### src/rtl/vga_pkg.sv
// Shared geometry defaults, pattern mode encodings and colour type for the
// VGA pattern generator.
package vga_pkg;

  localparam int unsigned H_ACTIVE_DEF = 640;
  localparam int unsigned V_ACTIVE_DEF = 480;
  localparam int unsigned BAR_W_DEF    = 80;
  localparam int unsigned POS_W        = 10;

  typedef enum logic [1:0] {
    MODE_BARS  = 2'd0,
    MODE_CHECK = 2'd1,
    MODE_RAMP  = 2'd2,
    MODE_GRID  = 2'd3
  } mode_e;

  typedef struct packed {
    logic [3:0] r;
    logic [3:0] g;
    logic [3:0] b;
  } rgb_t;

endpackage

### src/rtl/vga_pattern_gen_if.sv
// Pixel-stream bundle: upstream timing and pattern controls in, delayed syncs
// and colour out.
interface vga_pattern_gen_if;
  import vga_pkg::*;

  logic             hsync_in;
  logic             vsync_in;
  logic             display_on;
  logic [POS_W-1:0] hpos;
  logic [POS_W-1:0] vpos;
  logic [1:0]       mode;
  logic             scroll_en;

  logic             VGA_HS;
  logic             VGA_VS;
  logic [3:0]       VGA_R;
  logic [3:0]       VGA_G;
  logic [3:0]       VGA_B;
  logic             frame_start;

  modport master (
    output hsync_in, vsync_in, display_on, hpos, vpos, mode, scroll_en,
    input  VGA_HS, VGA_VS, VGA_R, VGA_G, VGA_B, frame_start
  );

  modport slave (
    input  hsync_in, vsync_in, display_on, hpos, vpos, mode, scroll_en,
    output VGA_HS, VGA_VS, VGA_R, VGA_G, VGA_B, frame_start
  );

endinterface

### src/rtl/vga_pattern_color.sv
// Combinational pattern decoder: latched mode plus pixel coordinates to RGB.
module vga_pattern_color
  import vga_pkg::*;
#(
  parameter int unsigned H_ACTIVE = H_ACTIVE_DEF,
  parameter int unsigned V_ACTIVE = V_ACTIVE_DEF,
  parameter int unsigned BAR_W    = BAR_W_DEF
) (
  input  mode_e            mode_i,
  input  logic [POS_W-1:0] x_i,
  input  logic [POS_W-1:0] hpos_i,
  input  logic [POS_W-1:0] vpos_i,
  output rgb_t             rgb_o
);

  localparam logic [POS_W-1:0] HLast = POS_W'(H_ACTIVE - 1);
  localparam logic [POS_W-1:0] VLast = POS_W'(V_ACTIVE - 1);

  logic [2:0] idx;
  logic [2:0] bar;
  logic       grid_hit;

  // Bar index by threshold counting; avoids a divider.
  always_comb begin
    idx = '0;
    for (int unsigned i = 1; i < 8; i++) begin
      if (32'(x_i) >= i * BAR_W) idx = idx + 3'd1;
    end
  end

  assign bar      = 3'd7 - idx;
  assign grid_hit = (hpos_i[5:0] == 6'd0) || (vpos_i[5:0] == 6'd0) ||
                    (hpos_i == HLast) || (vpos_i == VLast);

  always_comb begin
    rgb_o = '0;
    case (mode_i)
      MODE_BARS:  rgb_o = '{r: {4{bar[2]}}, g: {4{bar[1]}}, b: {4{bar[0]}}};
      MODE_CHECK: if (hpos_i[5] ^ vpos_i[5]) rgb_o = '{r: 4'hF, g: 4'hF, b: 4'hF};
      MODE_RAMP:  rgb_o = '{r: hpos_i[9:6], g: hpos_i[9:6], b: hpos_i[9:6]};
      MODE_GRID:  if (grid_hit) rgb_o = '{r: 4'hF, g: 4'hF, b: 4'hF};
      default:    rgb_o = '0;
    endcase
  end

endmodule

### src/rtl/vga_pattern_gen.sv
// Two-stage test-pattern pipeline: stage 1 samples timing and scrolled x,
// stage 2 registers blanked colour. Mode/scroll are frame-latched.
module vga_pattern_gen
  import vga_pkg::*;
#(
  parameter int unsigned H_ACTIVE = H_ACTIVE_DEF,
  parameter int unsigned V_ACTIVE = V_ACTIVE_DEF,
  parameter int unsigned BAR_W    = BAR_W_DEF
) (
  input logic            clk,
  input logic            reset_n,
  vga_pattern_gen_if.slave bus
);

  localparam logic [POS_W-1:0] HLast = POS_W'(H_ACTIVE - 1);
  localparam logic [POS_W:0]   HSpan = (POS_W + 1)'(H_ACTIVE);

  logic             frame_evt;
  mode_e            mode_q, mode_d;
  logic             scroll_q, scroll_d;
  logic [POS_W-1:0] offset_q, offset_d;
  logic [POS_W:0]   sum;
  logic [POS_W-1:0] x_d;

  logic             hs1_q, vs1_q, de1_q, fs1_q;
  mode_e            mode1_q;
  logic [POS_W-1:0] x1_q, hpos1_q, vpos1_q;

  logic             hs2_q, vs2_q, fs2_q;
  rgb_t             rgb_pat, rgb_d, rgb2_q;

  assign frame_evt = bus.display_on && (bus.hpos == '0) && (bus.vpos == '0);

  // The frame-start pixel itself already uses the freshly latched mode/offset.
  always_comb begin
    mode_d   = mode_q;
    scroll_d = scroll_q;
    offset_d = offset_q;
    if (frame_evt) begin
      mode_d   = mode_e'(bus.mode);
      scroll_d = bus.scroll_en;
      if (scroll_q) offset_d = (offset_q == HLast) ? '0 : offset_q + 1'b1;
    end
  end

  assign sum = {1'b0, bus.hpos} + {1'b0, offset_d};
  assign x_d = POS_W'((sum >= HSpan) ? sum - HSpan : sum);

  always_ff @(posedge clk or negedge reset_n) begin
    if (!reset_n) begin
      mode_q   <= MODE_BARS;
      scroll_q <= 1'b0;
      offset_q <= '0;
      hs1_q    <= 1'b0;
      vs1_q    <= 1'b0;
      de1_q    <= 1'b0;
      fs1_q    <= 1'b0;
      mode1_q  <= MODE_BARS;
      x1_q     <= '0;
      hpos1_q  <= '0;
      vpos1_q  <= '0;
      hs2_q    <= 1'b0;
      vs2_q    <= 1'b0;
      fs2_q    <= 1'b0;
      rgb2_q   <= '0;
    end else begin
      mode_q   <= mode_d;
      scroll_q <= scroll_d;
      offset_q <= offset_d;
      hs1_q    <= bus.hsync_in;
      vs1_q    <= bus.vsync_in;
      de1_q    <= bus.display_on;
      fs1_q    <= frame_evt;
      mode1_q  <= mode_d;
      x1_q     <= x_d;
      hpos1_q  <= bus.hpos;
      vpos1_q  <= bus.vpos;
      hs2_q    <= hs1_q;
      vs2_q    <= vs1_q;
      fs2_q    <= fs1_q;
      rgb2_q   <= rgb_d;
    end
  end

  vga_pattern_color #(
    .H_ACTIVE (H_ACTIVE),
    .V_ACTIVE (V_ACTIVE),
    .BAR_W    (BAR_W)
  ) u_color (
    .mode_i (mode1_q),
    .x_i    (x1_q),
    .hpos_i (hpos1_q),
    .vpos_i (vpos1_q),
    .rgb_o  (rgb_pat)
  );

  assign rgb_d = de1_q ? rgb_pat : '0;

  assign bus.VGA_HS      = hs2_q;
  assign bus.VGA_VS      = vs2_q;
  assign bus.VGA_R       = rgb2_q.r;
  assign bus.VGA_G       = rgb2_q.g;
  assign bus.VGA_B       = rgb2_q.b;
  assign bus.frame_start = fs2_q;

endmodule

### src/flat_wrapper.sv
// flat-port wrapper written by rule: the top's interface ports become plain ports
module vga_pattern_gen_flat import vga_pkg::*;
#(
  parameter int unsigned H_ACTIVE = H_ACTIVE_DEF,
  parameter int unsigned V_ACTIVE = V_ACTIVE_DEF,
  parameter int unsigned BAR_W    = BAR_W_DEF
)
  (clk, reset_n, bus_hsync_in, bus_vsync_in, bus_display_on, bus_hpos, bus_vpos, bus_mode, bus_scroll_en, bus_VGA_HS, bus_VGA_VS, bus_VGA_R, bus_VGA_G, bus_VGA_B, bus_frame_start);
  vga_pattern_gen_if bus_i ();
  input logic clk;
  input logic reset_n;
  input wire logic [$bits(bus_i.hsync_in)-1:0] bus_hsync_in;
  input wire logic [$bits(bus_i.vsync_in)-1:0] bus_vsync_in;
  input wire logic [$bits(bus_i.display_on)-1:0] bus_display_on;
  input wire logic [$bits(bus_i.hpos)-1:0] bus_hpos;
  input wire logic [$bits(bus_i.vpos)-1:0] bus_vpos;
  input wire logic [$bits(bus_i.mode)-1:0] bus_mode;
  input wire logic [$bits(bus_i.scroll_en)-1:0] bus_scroll_en;
  output wire logic [$bits(bus_i.VGA_HS)-1:0] bus_VGA_HS;
  output wire logic [$bits(bus_i.VGA_VS)-1:0] bus_VGA_VS;
  output wire logic [$bits(bus_i.VGA_R)-1:0] bus_VGA_R;
  output wire logic [$bits(bus_i.VGA_G)-1:0] bus_VGA_G;
  output wire logic [$bits(bus_i.VGA_B)-1:0] bus_VGA_B;
  output wire logic [$bits(bus_i.frame_start)-1:0] bus_frame_start;
  assign bus_i.hsync_in = bus_hsync_in;
  assign bus_i.vsync_in = bus_vsync_in;
  assign bus_i.display_on = bus_display_on;
  assign bus_i.hpos = bus_hpos;
  assign bus_i.vpos = bus_vpos;
  assign bus_i.mode = bus_mode;
  assign bus_i.scroll_en = bus_scroll_en;
  assign bus_VGA_HS = bus_i.VGA_HS;
  assign bus_VGA_VS = bus_i.VGA_VS;
  assign bus_VGA_R = bus_i.VGA_R;
  assign bus_VGA_G = bus_i.VGA_G;
  assign bus_VGA_B = bus_i.VGA_B;
  assign bus_frame_start = bus_i.frame_start;
  vga_pattern_gen #(.H_ACTIVE(H_ACTIVE), .V_ACTIVE(V_ACTIVE), .BAR_W(BAR_W)) u_core (.clk(clk), .reset_n(reset_n), .bus(bus_i));
endmodule
### config.mk
export PLATFORM = sky130hd
export DESIGN_NAME = vga_pattern_gen_flat
export DESIGN_NICKNAME = d
export VERILOG_FILES = /design/src/rtl/vga_pkg.sv /design/src/rtl/vga_pattern_gen_if.sv /design/src/rtl/vga_pattern_color.sv /design/src/rtl/vga_pattern_gen.sv /design/src/flat_wrapper.sv
export SDC_FILE = /design/constraint.sdc
export NUM_CORES = 1
export LEC_CHECK = 0
export CAP_MARGIN = 10
export CELL_PAD_IN_SITES_DETAIL_PLACEMENT = 1
export CELL_PAD_IN_SITES_GLOBAL_PLACEMENT = 2
export CORE_MARGIN = 5
export CORE_UTILIZATION = 39
export CTS_BUF_LIST = sky130_fd_sc_hd__clkbuf_8
export CTS_CLUSTER_DIAMETER = 80
export DETAILED_ROUTE_END_ITERATION = 16
export GPL_TIMING_DRIVEN = 0
export PLACE_DENSITY_LB_ADDON = 0.12
export SLEW_MARGIN = 30
export SYNTH_ARGS = -nofsm -noshare
export SYNTH_HDL_FRONTEND = slang
export SYNTH_SLANG_ARGS = --single-unit
### constraint.sdc
create_clock -name clk -period 10.3 [get_ports clk]
set_input_delay 2.06 -clock clk [delete_from_list [all_inputs] [get_ports clk]]
set_output_delay 2.06 -clock clk [all_outputs]
set_load 0.03 [all_outputs]
==> results of run 1 <==
[layout by cell type (no fill, tap or decap), drive strengths merged, types with 4 or more instances in the layout]
cell	count
a21oi	10
o21bai	5
nor4	9
ha	18
or2	4
clkbuf	10
a21o	5
clkdlybuf4s50	41
nand3	5
o21ai	20
nor3	11
xnor2	9
xor2	12
clkinv	4
inv	14
nand2	20
dfrtp	58
nor2	26
[synthesized netlist by cell type (2+ instances only)]
| library cell | n | area, µm² |
|---|---|---|
| nor4_1 | 8 | 50.1 |
| o31ai_1 | 3 | 22.5 |
| mux2i_1 | 2 | 20.0 |
| nand2_1 | 19 | 71.3 |
| or3_1 | 2 | 12.5 |
| or4_1 | 2 | 15.0 |
| inv_1 | 13 | 48.8 |
| a211oi_1 | 2 | 15.0 |
| ha_1 | 18 | 225 |
| o21ai_0 | 18 | 90.1 |
| o211ai_1 | 3 | 22.5 |
| nor2_1 | 25 | 93.8 |
| nor4b_1 | 2 | 17.5 |
| nand2b_1 | 3 | 18.8 |
| a41oi_1 | 2 | 17.5 |
| nor3_1 | 8 | 40.0 |
| o221ai_1 | 2 | 17.5 |
| nand4b_1 | 2 | 17.5 |
| xor2_1 | 10 | 87.6 |
| nand3_1 | 5 | 25.0 |
| nand4_1 | 3 | 18.8 |
| o21bai_1 | 5 | 37.5 |
| a21o_1 | 5 | 37.5 |
| xor2_2 | 2 | 32.5 |
| xnor2_1 | 9 | 78.8 |
| a21oi_1 | 9 | 45.0 |
| nor3_2 | 2 | 20.0 |
| nor2b_1 | 3 | 18.8 |
| or2_1 | 3 | 18.8 |
| mux2_2 | 2 | 22.5 |
| o21ai_1 | 2 | 10.0 |
| dfrtp_1 | 58 | 1450 |
[cell families (layout without fill, tap and decap cells)]
| logic type | after synthesis | in the layout | synth area share (%) |
|---|---|---|---|
| buffers and inverters | 14 | 73 | 1.78 |
| flip-flops | 58 | 58 | 49.3 |
| XOR/XNOR | 21 | 21 | 6.75 |
| AO/OA/AOI/OAI | 59 | 59 | 14.2 |
| AND/OR/NAND/NOR | 94 | 94 | 17.3 |
| multiplexers | 6 | 6 | 2.42 |
| adder cells (fa/ha/maj) | 19 | 19 | 8.32 |
[power groups by stage]
stage	Clock [µW]	Combinational [µW]	Sequential, µW
2_1_floorplan	0	118	259
3_3_place_gp	0	171	253
3_5_place_dp	0	176	253
4_1_cts	190	178	249
5_1_grt	204	197	250
6_report	184	173	248
[layer usage]
metal  up-vias  part of all wire [%]
met5         -                     0
met4         0                   1.1
met1      1071                    48
met2        43                    47
met3         8                   4.2
li1       1079                     -
[state kept, by name, summed over array words and instances, names as in the netlist, 2 cells and up]
register / cells
u_core.hpos1_q: 10
u_core.offset_q: 10
u_core.vpos1_q: 10
u_core.x1_q: 6
u_core.bus.VGA_B: 4
u_core.bus.VGA_G: 4
u_core.bus.VGA_R: 4
u_core.mode_q: 2
[worst paths after layout]
check / startpoint / endpoint / slack [ns] / depth (start not counted)
worst max-delay path: bus_hpos[8] / u_core.x1_q[8] / 4.12 / 18
worst min-delay path: u_core.fs1_q / u_core.bus.frame_start / 0.35 / 0
worst max register to register: u_core.x1_q[8] / u_core.bus.VGA_G[3] / 6.11 / 16
worst min register to register: u_core.fs1_q / u_core.bus.frame_start / 0.35 / 0
max in group asynchronous: reset_n / u_core.bus.VGA_B[1] / 8.23 / 2
min in group asynchronous: reset_n / u_core.hs1_q / 1.59 / 1
[per-stage QoR]
stage	instance area [µm²]	setup slack, ns	hold WS [ns]	total power, µW
finish	3690	4.12	0.351	605
global route	3690	3.64	0.368	651
global placement	3490	3.71	0.334	424
CTS	3690	4.05	0.355	617
floorplan	2950	4.86	0.331	377
detailed placement	3510	3.69	0.339	429
[worst register-to-register path, cell delays in order (launching register included)]
cell and delay (ns):
dfrtp_1 0.50, nor2_4 0.19, nand3b_1 0.11, ha_1 0.36, xor2_2 0.23, ha_1 0.26, mux2_4 0.28, ha_1 0.31
mux2i_2 0.27, inv_1 0.08, ha_1 0.30, nor2_1 0.14, a21oi_1 0.07, ha_1 0.31, o21ai_0 0.14, a2111oi_4 0.44
nor2_1 0.09
[cell type report]
cell class                      instances  share of cell area (%)
Inverter                               13                    1.32
Clock inverter                          7                    1.49
Multi-Input combinational cell        199                    39.1
Timing Repair Buffer                   43                    11.9
Sequential cell                        58                    39.4
Tap cell                               99                    3.36
Buffer                                  1                   0.102
Clock buffer                            9                    3.36
==> flow_metrics.env, run 1 <==
export IMPL_place_inst=413
export IMPL_viasPerCell=5.13
export IMPL_min_delay_path_class="flip-flop to flip-flop"
export IMPL_drive_above_1_share_pct=10.9
export IMPL_die_x_um=96.9
export IMPL_initial_utilization_pct=40.4
export IMPL_period_minus_slack_ns=6.18
export IMPL_synth_edff_count=0
export IMPL_p_sw_uw=198
export IMPL_routedWlPerCell_um=15.3
export IMPL_cp_num_buf_inv=2
export IMPL_ir_drop_mv=0.0600
export IMPL_powerDensity_nw_per_um2=164
export IMPL_clkTransAtPathRegs_ns=0.07
export IMPL_met2_usage_pct=24.2
export IMPL_antenna_found_initial=0
export IMPL_max_freq_mhz=162
export IMPL_timing_setup_tns_ns=0
export IMPL_drcViolationCount=0
export IMPL_grtUsageMet3_pct=4.96
export IMPL_sequentialPowerShare_pct=41.1
export IMPL_die_area_um2=9390
export IMPL_grt_ovfl_total=0
export IMPL_max_slew_worst_pin_slew_ns=0.569
export IMPL_drv_cap=0
export IMPL_critical_path_class="primary input to flip-flop"
export IMPL_rsz0062_at_grt="false"
export IMPL_slew_violations=0
export IMPL_dpl_hpwl_um=5300
export IMPL_synth_area_um2=2950
export IMPL_crit_required_ns=10.57
export IMPL_seq_area_um2=1450
export IMPL_min_period_over_period_pct=60.0
export IMPL_finalNonFillerCells=429
export IMPL_ys_seq_elements=58
export IMPL_grt_pass1_vias=2339
export IMPL_pin_count=43
export IMPL_grt_max_degree=42
export IMPL_grt_met1_usage_pct=19.6
export IMPL_status="completed"
export IMPL_wl_um=6580
export IMPL_drt_iter0_drc=48
export IMPL_cp_start_kind="primary input"
export IMPL_crit_chain="clkdlybuf4s50_1 > nor4_1 > nand2_1 > nor3_4 > nand2_1 > or2_1 > o21ai_0 > ha_1 > inv_1 > fa_1 > nor2b_1 > o221ai_1 > a22oi_2 > xnor2_1 > ha_1 > or2_2 > o221ai_1 > a21o_1"
export IMPL_power_frac_comb_pct=28.5
export IMPL_cts_resized_gates=0
export IMPL_seq_area_frac_synth_pct=49.3
export IMPL_gp_congestion=0.741
export IMPL_vias=2201
export IMPL_switching_share_pct=32.7
export IMPL_fp_row_count=31
export IMPL_grt_pass1_wl_um=11500
export IMPL_post_cts_buffers=0
export IMPL_grt_usage_pct=15.2
export IMPL_relSlewSlack_pct=61.6
export IMPL_syn_num_nets=318
export IMPL_power_frac_clock_pct=30.4
export IMPL_fillers=845
export IMPL_cts_root_buf="clkbuf_8"
export IMPL_arrival_ns=6.45
export IMPL_antenna_left=0
export IMPL_dieHeight_um=96.9
export IMPL_hold_viol_final=0
export IMPL_crit_family="simple AND/OR/NAND/NOR gates"
export IMPL_diodes=0
export IMPL_synth_top_flop_cell="dfrtp_1"
export IMPL_htreeDepth=3
export IMPL_cp_max_fo=9
export IMPL_clock_skew_ns=0.00899
export IMPL_final_util_pct=50.6
export IMPL_multi_input_area_um2=1440
export IMPL_cts_path_max_buffers=2
export IMPL_crit_path_top_delay_cell="clkdlybuf4s50_1"
export IMPL_port_buffers=42
export IMPL_max_stage_delay_ns=0.49
export IMPL_area_growth_pct=25.1
export IMPL_p_leak_uw=0.00157
export IMPL_syn_avg_cell_area_um2=10.9
export IMPL_coreArea_um2=7290
export IMPL_busiest_layer="met2"
export IMPL_cts_buffers=9
export IMPL_clk_latency_ns=0.33
export IMPL_synth_warnings=0
export IMPL_cts_tree="yes"
export IMPL_worst_setup_path_end_kind="flip-flop"
export IMPL_netlist_cell_type_count=51
export IMPL_async_flop_share_pct=100
export IMPL_synth_cells=271
export IMPL_drt_first_pass_iters=4
export IMPL_p_int_uw=407
export IMPL_cts_sinks=58
export IMPL_setup_violations=0
export IMPL_hold_buffers=0
export IMPL_nets=372
Power figures use the tool's default switching activity.
==> run 2, diff against run 1 <==
--- a/config.mk
+++ b/config.mk
@@ -9,7 +9,7 @@
 export CELL_PAD_IN_SITES_DETAIL_PLACEMENT = 1
 export CELL_PAD_IN_SITES_GLOBAL_PLACEMENT = 2
 export CORE_MARGIN = 5
-export CORE_UTILIZATION = 39
+export CORE_UTILIZATION = 33
 export CTS_BUF_LIST = sky130_fd_sc_hd__clkbuf_8
 export CTS_CLUSTER_DIAMETER = 80
 export DETAILED_ROUTE_END_ITERATION = 16
==> constraint.sdc (replaced) <==
create_clock -name clk -period 5.23 [get_ports clk]
set_input_delay 1.046 -clock clk [delete_from_list [all_inputs] [get_ports clk]]
set_output_delay 1.046 -clock clk [all_outputs]
set_load 0.03 [all_outputs]
==> flow_metrics.env, run 2 (synthesis gave the netlist of run 1 again) <==
export IMPL_die_x_um=104
export IMPL_antenna_found_initial=0
export IMPL_top_regs="u_core.hpos1_q (10), u_core.offset_q (10), u_core.vpos1_q (10)"
export IMPL_die_area_um2=10900
export IMPL_arrival_ns=5.10
export IMPL_cts_buffers=9
export IMPL_fp_row_count=34
export IMPL_min_delay_path_class="flip-flop to flip-flop"
export IMPL_drt_iter0_drc=53
export IMPL_grt_pass1_vias=2403
export IMPL_rsz0062_at_grt="false"
export IMPL_slew_violations=0
export IMPL_status="completed"
export IMPL_vias=2240
export IMPL_antenna_left=0
export IMPL_power_frac_comb_pct=26.9
export IMPL_cts_root_buf="clkbuf_8"
export IMPL_gp_congestion=0.762
export IMPL_dpl_instance_area_um2=3520
export IMPL_worst_hold_slack_ns=0.352
export IMPL_r2r_setup_slack_ns=1.01
export IMPL_cp_start_kind="primary input"
export IMPL_place_inst=422
export IMPL_cts_path_max_buffers=2
export IMPL_clk_latency_ns=0.33
export IMPL_period_minus_slack_ns=4.84
export IMPL_grt_usage_pct=14.3
export IMPL_power_frac_clock_pct=35.1
export IMPL_sequentialPowerShare_pct=38.0
export IMPL_cts_sinks=58
export IMPL_min_period_over_period_pct=92.5
export IMPL_viasPerCell=5.09
export IMPL_crit_required_ns=5.49
export IMPL_critical_path_class="primary input to flip-flop"
export IMPL_timing_setup_tns_ns=0
export IMPL_diodes=0
export IMPL_p_int_uw=908
export IMPL_drcViolationCount=0
export IMPL_worst_setup_path_end_kind="flip-flop"
export IMPL_relSlewSlack_pct=62.0
export IMPL_ir_drop_mv=0.111
export IMPL_final_common_cell="dfrtp_1"
export IMPL_drt_first_pass_iters=4
export IMPL_htreeDepth=3
export IMPL_wl_um=7060
export IMPL_final_util_pct=43.3
export IMPL_hold_viol_final=0
export IMPL_clock_skew_ns=0.0121
export IMPL_port_buffers=42
export IMPL_area_growth_pct=28.2
export IMPL_clkTransAtPathRegs_ns=0.07
export IMPL_finalNonFillerCells=440
export IMPL_drive_above_1_share_pct=12.3
export IMPL_finalInstanceArea_um2=3780
export IMPL_initial_utilization_pct=33.8
export IMPL_final_cell_mix="dfrtp_1 (58), clkdlybuf4s50_1 (41), nor2_1 (25)"
export IMPL_max_freq_mhz=207
export IMPL_p_sw_uw=383
export IMPL_grt_max_degree=42
export IMPL_cts_tree="yes"
export IMPL_dpl_hpwl_um=5590
export IMPL_routedWlPerCell_um=16.0
export IMPL_nets=374
export IMPL_grt_ovfl_total=0
export IMPL_fillers=973
export IMPL_drv_cap=0
export IMPL_max_slew_worst_pin_slew_ns=0.565
export IMPL_setup_violations=0
export IMPL_hold_buffers=0
export IMPL_coreArea_um2=8720
export IMPL_cp_max_fo=9
export IMPL_switching_share_pct=29.7
export IMPL_pin_count=43
export IMPL_dieHeight_um=104
export IMPL_grt_pass1_wl_um=12400
export IMPL_p_leak_uw=0.00162
export IMPL_powerDensity_nw_per_um2=342
[run 2: cell types whose count changed in the layout (fill, tap and decap cells not counted), sizes merged]
| cell | before | now |
|---|---|---|
| buf | 2 | 4 |
| bufinv | 0 | 2 |
| clkinv | 4 | 2 |
| clkbuf | 10 | 11 |
| clkinvlp | 2 | 1 |
[run 2: layout make-up]
class                           instances  area (µm²)  share of cell area [%]
Multi-Input combinational cell        199        1470                    38.8
Sequential cell                        58        1450                    38.4
Timing Repair Buffer                   45         453                    12.0
Clock buffer                           10         138                    3.64
Tap cell                              108         135                    3.58
Clock inverter                          6        81.3                    2.15
Inverter                               13        48.8                    1.29
Buffer                                  1        3.75                  0.0994
[run 2: worst paths after layout]
kind / from / endpoint / cells after the start
max: bus_hpos[7] / u_core.x1_q[8] / 18
min: u_core.vs1_q / u_core.bus.VGA_VS / 0
max reg2reg: u_core.x1_q[8] / u_core.bus.VGA_R[1] / 18
min reg2reg: u_core.vs1_q / u_core.bus.VGA_VS / 0
max in group asynchronous: reset_n / u_core.mode_q[0] / 2
min in group asynchronous: reset_n / u_core.vs1_q / 1
[run 2: routing by layer]
| metal | up-vias | global-route usage, % | routed length [µm] |
|---|---|---|---|
| li1 | 1088 | - | - |
| met1 | 1103 | 18.4 | 3280 |
| met2 | 42 | 22.6 | 3370 |
| met3 | 7 | 5.03 | 337 |
| met4 | 0 | 3.89 | 69 |
| met5 | - | 0 | 0 |
[run 2: power by group through the flow]
stage | registers [µW] | logic, µW | clock network (µW)
global route | 494 | 398 | 489
finish | 491 | 347 | 453
floorplan | 511 | 232 | 0
CTS | 491 | 354 | 468
detailed placement | 499 | 349 | 0
global placement | 498 | 339 | 0
[run 2: timing repair]
item | in CTS | in global routing
resized for setup | 1 | 4
pin swaps | 1 | 1
setup buffers | 1 | 1
setup endpoints to repair | 2 | 2
[run 2: worst max-delay path: stages]
cell             delay, ns
clkdlybuf4s50_1       0.49
nor4_1                0.31
nand2_1               0.16
nor3_4                0.22
nand2_2               0.16
or2_1                 0.30
o21ai_1               0.18
ha_1                  0.20
inv_1                 0.06
fa_1                  0.40
nor2b_1               0.21
o221ai_2              0.17
a22oi_2               0.23
xnor2_2               0.18
ha_1                  0.30
or2_2                 0.30
o221ai_1              0.07
a21o_1                0.11
[run 2: per-stage QoR]
stage / total power, µW / setup slack, ns
final: 1290 / 0.390
after global routing: 1380 / 0.00643
after CTS: 1310 / 0.0788
after floorplan: 743 / 0.803
after global placement: 837 / -0.405
after detailed placement: 848 / -0.538
==> run 3, diff against run 2 <==
--- a/config.mk
+++ b/config.mk
@@ -9,10 +9,11 @@
 export CELL_PAD_IN_SITES_DETAIL_PLACEMENT = 1
 export CELL_PAD_IN_SITES_GLOBAL_PLACEMENT = 2
 export CORE_MARGIN = 5
-export CORE_UTILIZATION = 33
+export CORE_UTILIZATION = 36
 export CTS_BUF_LIST = sky130_fd_sc_hd__clkbuf_8
 export CTS_CLUSTER_DIAMETER = 80
 export DETAILED_ROUTE_END_ITERATION = 16
+export GPL_ROUTABILITY_DRIVEN = 0
 export GPL_TIMING_DRIVEN = 0
 export PLACE_DENSITY_LB_ADDON = 0.12
 export SLEW_MARGIN = 30
==> constraint.sdc (replaced) <==
create_clock -name clk -period 4.9 [get_ports clk]
set_input_delay 0.98 -clock clk [delete_from_list [all_inputs] [get_ports clk]]
set_output_delay 0.98 -clock clk [all_outputs]
set_load 0.03 [all_outputs]
==> flow_metrics.env, run 3 (synthesis gave the netlist of run 1 again) <==
export IMPL_whs_path_depth=0
export IMPL_max_freq_mhz=214
export IMPL_dpl_hpwl_um=5390
export IMPL_die_x_um=100
export IMPL_powerDensity_nw_per_um2=362
export IMPL_ir_drop_mv=0.140
export IMPL_viasPerCell=4.99
export IMPL_drv_cap=0
export IMPL_antenna_left=0
export IMPL_drcViolationCount=0
export IMPL_arrival_ns=4.92
export IMPL_top_regs="u_core.hpos1_q (10), u_core.offset_q (10), u_core.vpos1_q (10)"
export IMPL_max_slew_worst_pin_slew_ns=0.608
export IMPL_routedWlPerCell_um=15.8
export IMPL_relSlewSlack_pct=58.9
export IMPL_htreeDepth=3
export IMPL_cts_buffers=9
export IMPL_grt_max_degree=38
export IMPL_drive_above_1_share_pct=14.2
export IMPL_crit_required_ns=5.16
export IMPL_final_cell_mix="dfrtp_1 (58), clkdlybuf4s50_1 (41), nor2_1 (25)"
export IMPL_critical_path_class="primary input to flip-flop"
export IMPL_hold_buffers=0
export IMPL_drt_met1_wl_um=3230
export IMPL_period_minus_slack_ns=4.66
export IMPL_min_to="u_core.bus.frame_start"
export IMPL_dpl_worst_slack_ns=-0.658
export IMPL_clk_latency_ns=0.33
export IMPL_ff2ff_path_depth=16
export IMPL_grt_pass1_wl_um=11700
export IMPL_grt_ovfl_total=0
export IMPL_clock_skew_ns=0.00857
export IMPL_worst_setup_path_end_kind="flip-flop"
export IMPL_cts_sinks=58
export IMPL_diodes=0
export IMPL_dieHeight_um=100
export IMPL_drt_first_pass_iters=4
export IMPL_cts_path_max_buffers=2
export IMPL_drt_iter0_drc=69
export IMPL_coreArea_um2=8090
export IMPL_place_inst=419
export IMPL_cp_max_fo=9
export IMPL_dpl_instance_area_um2=3520
export IMPL_grt_usage_pct=14.9
export IMPL_cp_start_kind="primary input"
export IMPL_slew_violations=0
export IMPL_final_common_cell="dfrtp_1"
export IMPL_fin_total_pwr_uw=1380
export IMPL_dr_wl_met3_um=256
export IMPL_r2r_start="u_core.x1_q[8]"
export IMPL_antenna_found_initial=0
export IMPL_clkTransAtPathRegs_ns=0.07
export IMPL_r2r_setup_slack_ns=0.68
export IMPL_setup_ws_ns=0.236
export IMPL_pin_count=43
export IMPL_p_leak_uw=0.00162
export IMPL_vias=2180
export IMPL_initial_utilization_pct=36.4
export IMPL_die_area_um2=10100
export IMPL_finalInstanceArea_um2=3800
export IMPL_cts_root_buf="clkbuf_8"
export IMPL_hold_viol_final=0
export IMPL_grt_pass1_vias=2418
export IMPL_nets=374
export IMPL_fp_row_count=33
export IMPL_wl_um=6890
export IMPL_top_layer="met4"
export IMPL_dr_wl_met2_um=3350
export IMPL_port_buffers=42
export IMPL_area_growth_pct=29.0
export IMPL_finalNonFillerCells=437
export IMPL_min_delay_path_class="flip-flop to flip-flop"
export IMPL_cts_tree="yes"
export IMPL_cp_startpoint="bus_vpos[6]"
export IMPL_status="completed"
export IMPL_setup_violations=0
export IMPL_r2r_end="u_core.bus.VGA_G[3]"
export IMPL_hold_start="u_core.fs1_q"
export IMPL_min_period_over_period_pct=95.2
export IMPL_worst_hold_slack_ns=0.353
run 3: worst max-delay path by stage:
stage,to,slack (ns)
4_1_cts,u_core.x1_q[8],0.02
3_3_place_gp,u_core.x1_q[8],-0.56
3_5_place_dp,u_core.x1_q[8],-0.66
5_1_grt,u_core.x1_q[8],-0.04
6_report,u_core.x1_q[8],0.24
2_1_floorplan,u_core.x1_q[8],0.54
run 3: metal layers:
metal  up-vias  track usage (%)
li1       1089                -
met1      1046             19.2
met2        39             24.6
met3         6             3.11
met4         0             5.80
met5         -                0
run 3: layout make-up:
type	instances	area, µm²
flip-flops and latches	58	1450
fillers	904	4290
well taps	105	131
clock inverters	7	95.1
inverters	13	48.8
repair buffers	45	453
multi-input cells	199	1490
plain buffers	1	3.75
clock buffers	9	124
run 3: repair_timing:
item,in CTS,in global routing
setup endpoints to repair,3,2
resized for setup,3,8
buffers inserted,1,1
pin swaps,1,2
hold endpoints to repair,0,0
run 3: stage by stage:
| step | setup TNS [ns] | util (%) |
|---|---|---|
| floorplan | 0 | - |
| global placement | -1.31 | 43.2 |
| detailed placement | -1.57 | 43.4 |
| CTS | 0 | 46.4 |
| global route | -0.0413 | 47.0 |
| finish | 0 | 47.0 |
run 3: critical path, cell delays in order:
cell	delay (ns)
clkdlybuf4s50_1	0.45
nor4_2	0.29
nand2_1	0.15
nor3_4	0.23
nand2_2	0.16
or2_4	0.28
o21ai_2	0.15
ha_1	0.21
inv_1	0.06
fa_1	0.41
nor2b_2	0.19
o221ai_2	0.15
a22oi_2	0.25
xnor2_2	0.18
ha_1	0.29
or2_2	0.30
o221ai_1	0.07
a21o_1	0.12
run 3: report_power, final:
part | internal (µW) | switching, µW | total, µW
Sequential | 502 | 20.5 | 523
Clock | 285 | 194 | 479
Combinational | 171 | 203 | 374
Total | 958 | 418 | 1380
